==> config.mk <==
export PLATFORM = sky130hd
export DESIGN_NAME = imem_arbiter
export DESIGN_NICKNAME = d
export VERILOG_FILES = /design/src/rtl/imem_arb_pkg.sv /design/src/rtl/imem_resp_slot.sv /design/src/rtl/imem_arbiter.sv
export SDC_FILE = /design/constraint.sdc
export NUM_CORES = 1
export LEC_CHECK = 0
export BUFFER_PORTS_ARGS = -buffer_cell sky130_fd_sc_hd__buf_2
export CAP_MARGIN = 20
export CELL_PAD_IN_SITES_DETAIL_PLACEMENT = 1
export CELL_PAD_IN_SITES_GLOBAL_PLACEMENT = 2
export CORE_MARGIN = 1
export CORE_UTILIZATION = 34
export CTS_CLUSTER_SIZE = 12
export DETAILED_ROUTE_END_ITERATION = 12
export PLACE_DENSITY = 0.91
export SYNTH_ARGS = -nofsm -noshare
export SYNTH_HDL_FRONTEND = slang
export SYNTH_HIERARCHICAL = 1
export SYNTH_SLANG_ARGS = --single-unit
export TNS_END_PERCENT = 1
==> constraint.sdc <==
create_clock -name clock -period 5.7 [get_ports clock]
set_clock_uncertainty 0.2 [all_clocks]
set_input_delay 0.285 -clock clock [delete_from_list [all_inputs] [get_ports clock]]
set_output_delay 0.285 -clock clock [all_outputs]
set_load 0.02 [all_outputs]
==> src/rtl/imem_arb_pkg.sv <==
// imem_arb_pkg
//   Shared types for the instruction-ROM arbiter.
//   NADDR_BITS_DEF : default byte-address width (ROM depth = 1 << (NADDR_BITS-2) words)
//   port_e         : requester identity, used by the round-robin pointer
//   resp_t         : one parked ROM response (valid, alignment error, data word)
package imem_arb_pkg;

  localparam int NADDR_BITS_DEF = 8;

  typedef enum logic {
    PORT_F = 1'b0,
    PORT_D = 1'b1
  } port_e;

  typedef struct packed {
    logic        valid;
    logic        err;
    logic [31:0] data;
  } resp_t;

  function automatic logic misaligned(input logic [1:0] addr_lo);
    return addr_lo != 2'b00;
  endfunction

endpackage

==> src/rtl/imem_resp_slot.sv <==
// imem_resp_slot
//   Response slot for one requester. Tracks the read issued last cycle and parks
//   the ROM word in a hold register when the requester is not ready for it.
// Ports
//   clock, reset  : system clock, async active-high reset
//   gnt           : this port was granted a ROM read this cycle
//   err_in        : the granted address was misaligned
//   mem_q         : registered ROM data (valid the cycle after the grant)
//   rready        : requester accepts the response
//   free          : slot can take a new grant this cycle
//   rvalid/rdata/err : response towards the requester
module imem_resp_slot
  import imem_arb_pkg::*;
(
  input  logic        clock,
  input  logic        reset,
  input  logic        gnt,
  input  logic        err_in,
  input  logic [31:0] mem_q,
  input  logic        rready,
  output logic        free,
  output logic        rvalid,
  output logic [31:0] rdata,
  output logic        err
);

  logic  in_flight;
  logic  flight_err;
  resp_t hold;

  always_ff @(posedge clock or posedge reset) begin
    if (reset) begin
      in_flight  <= 1'b0;
      flight_err <= 1'b0;
      hold       <= '0;
    end else begin
      in_flight <= gnt;
      if (gnt) flight_err <= err_in;
      // in_flight and hold.valid are never both set: a grant needs a free slot
      if (in_flight && !rready) begin
        hold.valid <= 1'b1;
        hold.err   <= flight_err;
        hold.data  <= mem_q;
      end else if (hold.valid && rready) begin
        hold.valid <= 1'b0;
      end
    end
  end

  assign rvalid = in_flight | hold.valid;
  assign rdata  = in_flight ? mem_q : (hold.valid ? hold.data : 32'd0);
  assign err    = in_flight ? flight_err : (hold.valid & hold.err);
  // A response leaving this cycle frees the slot, which allows back-to-back reads
  assign free   = !rvalid || rready;

endmodule

==> src/rtl/imem_arbiter.sv <==
// imem_arbiter
//   Shares a single-port synchronous-read instruction ROM between the fetch
//   port (F) and the load port (D). One grant per cycle; the granted address
//   drives the ROM and the registered ROM word returns to the owner next cycle.
//   Build option IMEM_ARB_RR_EN: round-robin priority between the ports;
//   otherwise D always beats F.
// Ports
//   clock, reset                         : system clock, async active-high reset
//   f_req/f_addr/f_gnt                   : fetch request, byte address, grant
//   f_rvalid/f_rdata/f_rready/f_err      : fetch response channel
//   d_*                                  : same set for the load port
//   mem_address                          : ROM address (granted addr, else 0)
//   mem_q                                : ROM data, one cycle after address
module imem_arbiter
  import imem_arb_pkg::*;
#(
  parameter int NADDR_BITS = NADDR_BITS_DEF
) (
  input  logic                  clock,
  input  logic                  reset,
  input  logic                  f_req,
  input  logic [NADDR_BITS-1:0] f_addr,
  output logic                  f_gnt,
  output logic                  f_rvalid,
  output logic [31:0]           f_rdata,
  input  logic                  f_rready,
  output logic                  f_err,
  input  logic                  d_req,
  input  logic [NADDR_BITS-1:0] d_addr,
  output logic                  d_gnt,
  output logic                  d_rvalid,
  output logic [31:0]           d_rdata,
  input  logic                  d_rready,
  output logic                  d_err,
  output logic [NADDR_BITS-1:0] mem_address,
  input  logic [31:0]           mem_q
);

  logic f_free, d_free;
  logic f_elig, d_elig;
  logic d_wins;

  // Grants are held off while reset is asserted so all outputs read 0
  assign f_elig = !reset && f_req && f_free;
  assign d_elig = !reset && d_req && d_free;

`ifdef IMEM_ARB_RR_EN
  port_e last_grant;

  always_ff @(posedge clock or posedge reset) begin
    if (reset)      last_grant <= PORT_F;
    else if (f_gnt) last_grant <= PORT_F;
    else if (d_gnt) last_grant <= PORT_D;
  end

  assign d_wins = d_elig && (!f_elig || last_grant == PORT_F);
`else
  assign d_wins = d_elig;
`endif

  assign d_gnt = d_wins;
  assign f_gnt = f_elig && !d_wins;

  // The ROM ignores addr[1:0]; misalignment is reported, not corrected
  always_comb begin
    mem_address = '0;
    if (d_gnt)      mem_address = d_addr;
    else if (f_gnt) mem_address = f_addr;
  end

  imem_resp_slot u_slot_f (
    .clock  (clock),
    .reset  (reset),
    .gnt    (f_gnt),
    .err_in (misaligned(f_addr[1:0])),
    .mem_q  (mem_q),
    .rready (f_rready),
    .free   (f_free),
    .rvalid (f_rvalid),
    .rdata  (f_rdata),
    .err    (f_err)
  );

  imem_resp_slot u_slot_d (
    .clock  (clock),
    .reset  (reset),
    .gnt    (d_gnt),
    .err_in (misaligned(d_addr[1:0])),
    .mem_q  (mem_q),
    .rready (d_rready),
    .free   (d_free),
    .rvalid (d_rvalid),
    .rdata  (d_rdata),
    .err    (d_err)
  );

endmodule

==> flow_metrics.py <==
metrics = {
    "status": {
        "status": "complete, no violations",
    },
    "placement": {
        "place_congestion": 0.692,
        "post-dp-hpwl_um": 7100,
        "placed_cell_area_um2": 4630,
        "io_buffers": 131,
    },
    "hold_path": {
        "hold_path_class": "in2reg",
    },
    "synth": {
        "synth_area_leader_cell": "dfrtp_1",
        "ys_top_cells_by_count": "nand2_1 (81), dfrtp_1 (72), mux2_4 (60)",
        "synth_fp_nets": 402,
        "ys_types": 21,
        "syn_inst": 348,
        "yosysWarnings": 6,
        "syn_area_um2": 3970,
        "synthFlopType": "dfrtp_1",
        "ys_seq_area_share_pct": 45.4,
        "avgSynthCellArea_um2": 11.4,
        "synth_area_leaders": "dfrtp_1 (45%), mux2_4 (23%), nand2_1 (7.7%)",
        "synth_edf_count": 0,
        "yosysMostFrequentCell": "nand2_1",
        "synthArstFlopShare_pct": 100,
        "synth_top_area_share_pct": 45.4,
        "synth_seq_cells": 72,
    },
    "clocking": {
        "cts_resized": 0,
        "cts.path.max_buffers": 2,
        "root_buffer": "clkbuf_16",
        "cts_hold_buf": 3,
        "cts_num_sinks": 72,
        "cts_setup_buffers": 0,
        "insertion_delay_ns": 0.33,
        "tritoncts": "yes",
        "path_clk_slew_ns": 0.06,
        "cts_buffers": 9,
        "htreeDepth": 3,
    },
    "critical_path": {
        "max_stage_delay_ns": 0.75,
        "crit_path_cell_trace": "or2_2 > nand2b_1 > and3b_1 > a32o_1 > buf_2",
        "reg2reg_depth": 3,
        "cp_max_fo": 56,
        "reg2reg_from": "u_slot_f/in_flight$_DFF_PP0_",
        "cp_slowest_cell": "dfrtp_2",
        "arrival_ns": 2.41,
        "start_kind": "flop",
        "crit_type": "reg2out",
        "cp-end-kind": "output pin",
        "cp-endpoint": "mem_address[0]",
        "crit_start": "u_slot_d/in_flight$_DFF_PP0_",
        "path_depth": 5,
        "crit_family": "simple AND/OR/NAND/NOR gates",
        "critPathBufInv": 1,
        "rrSetupSlack_ns": 3.09,
        "r2r_end": "u_slot_f/hold[0]$_DFFE_PP0P_",
        "required_ns": 5.22,
    },
    "finish": {
        "layout-drive-gt1-share_pct": 48.2,
        "fin_nets": 521,
        "n_fill_cell": 1297,
        "diodes": 0,
        "syn_to_final_growth_pct": 24.6,
        "stdcell_area_um2": 4950,
    },
    "power_and_ir_drop": {
        "totalPowerFinal_uw": 1680,
        "leakagePower_uw": 0.00241,
        "p_per_area_nw_per_um2": 339,
        "vdd.ir_drop.worst_mv": 0.155,
    },
    "timing": {
        "drv_slew": 0,
        "fmax_mhz": 345,
        "fin_crit_sh_pct": 50.8,
        "min_period_ns": 2.90,
        "rsz0062_at_grt": "false",
        "slew_headroom_pct": 35.9,
        "fin_setup_tns_ns": 0,
        "worstMarginPinSlew_ns": 0.962,
        "finalSetupViolations": 0,
        "hold_viol_final": 0,
    },
    "floorplan": {
        "io_pins": 132,
        "die_w_um": 110,
        "die_y_um": 110,
        "rows": 39,
        "initial_core_util_pct": 34.8,
        "fp.coreArea_um2": 11400,
        "die-area_um2": 12100,
    },
    "drt": {
        "drc": 0,
        "drtAntennaViolNets": 0,
        "wire_per_inst_um": 17.2,
        "vias_per_cell": 4.96,
        "drtPass1Iterations": 4,
        "drt-initial-drc-count": 73,
        "wirelength_um": 10500,
        "vias": 3048,
    },
    "global_routing": {
        "grt_max_degree": 57,
        "grt_pass1_wl_um": 16800,
        "grt_pass1_vias": 3207,
        "grt-ovfl-total": 0,
        "antenna_found_initial": 0,
        "grt_use_total_pct": 18.5,
    },
    "flow_run": {
        "maxCapViolations": 0,
    },
}
state kept, by name (all words and copies together) (netlist names):
| signal | flops |
|---|---|
| u_slot_d/hold | 34 |
| u_slot_f/hold | 34 |
| u_slot_d/flight_err | 1 |
| u_slot_d/in_flight | 1 |
| u_slot_f/flight_err | 1 |
| u_slot_f/in_flight | 1 |
where the power goes:
part	switching [uW]	total, uW	internal (uW)
clock	208	555	346
sequential	90.5	722	632
combinational	176	401	225
how the worst min path moves through the flow:
stage | start | endpoint | slack (ns) | cells past startpoint
after floorplan | d_rready | u_slot_d/hold[33]$_DFFE_PP0P_ | 0.15 | 1
after global placement | u_slot_d/hold[30]$_DFFE_PP0P_ | u_slot_d/hold[30]$_DFFE_PP0P_ | 0.29 | 1
after detailed placement | u_slot_f/hold[2]$_DFFE_PP0P_ | u_slot_f/hold[2]$_DFFE_PP0P_ | 0.29 | 1
after CTS | mem_q[31] | u_slot_f/hold[31]$_DFFE_PP0P_ | 0.03 | 2
after global routing | mem_q[0] | u_slot_f/hold[0]$_DFFE_PP0P_ | 0.04 | 2
final | mem_q[24] | u_slot_d/hold[24]$_DFFE_PP0P_ | 0.04 | 2
through the flow:
stage	worst slack, ns	hold WS [ns]	utilization, %	cells
after floorplan	3.68	0.151	-	348
after global placement	3.16	0.290	40.6	596
after detailed placement	3.07	0.293	40.6	596
after CTS	2.75	0.0277	43.3	614
after global routing	2.61	0.0370	43.3	614
final	2.80	0.0411	43.3	614
final cells by class:
type                            count  area [um^2]  area share, %
Multi-Input combinational cell    246         1970           39.8
Inverter                            2         7.51          0.152
Clock inverter                      4         45.0          0.910
Tap cell                          143          179           3.62
Clock buffer                       11          243           4.91
Sequential cell                    72         1800           36.5
Timing Repair Buffer              136          701           14.2
metal layers:
| layer | global-route usage [%] | wire [um] |
|---|---|---|
| met5 | 0 | 0 |
| met3 | 4.00 | 518 |
| met4 | 6.02 | 112 |
| met1 | 22.8 | 4690 |
| met2 | 32.1 | 5220 |
logic make-up after synthesis:
logic type | count (synthesis) | share of synthesized area, %
AND/OR/NAND/NOR | 104 | 11.5
AO/OA/AOI/OAI | 74 | 12.8
flip-flops | 72 | 45.4
multiplexers | 68 | 24.9
buffers and inverters | 30 | 5.45
placed cells by master, fill, tap and decap left out:
| cell | instances |
|---|---|
| o21ai_0 | 40 |
| dfrtp_2 | 2 |
| nand2b_1 | 2 |
| clkbuf_16 | 9 |
| clkbuf_1 | 1 |
| buf_2 | 131 |
| and2_1 | 8 |
| and3b_1 | 1 |
| nor2b_1 | 3 |
| or2_2 | 4 |
| clkinv_2 | 3 |
| inv_2 | 2 |
| nor2b_4 | 2 |
| a32o_1 | 8 |
| clkbuf_8 | 1 |
| nand2_1 | 81 |
| bufinv_16 | 1 |
| dfrtp_1 | 70 |
| dlygate4sd3_1 | 3 |
| a22o_1 | 26 |
| buf_4 | 2 |
| mux2_4 | 60 |
| mux2_2 | 8 |
| and3_1 | 1 |
| nor2b_2 | 2 |
(Power assumes the default switching activity.)
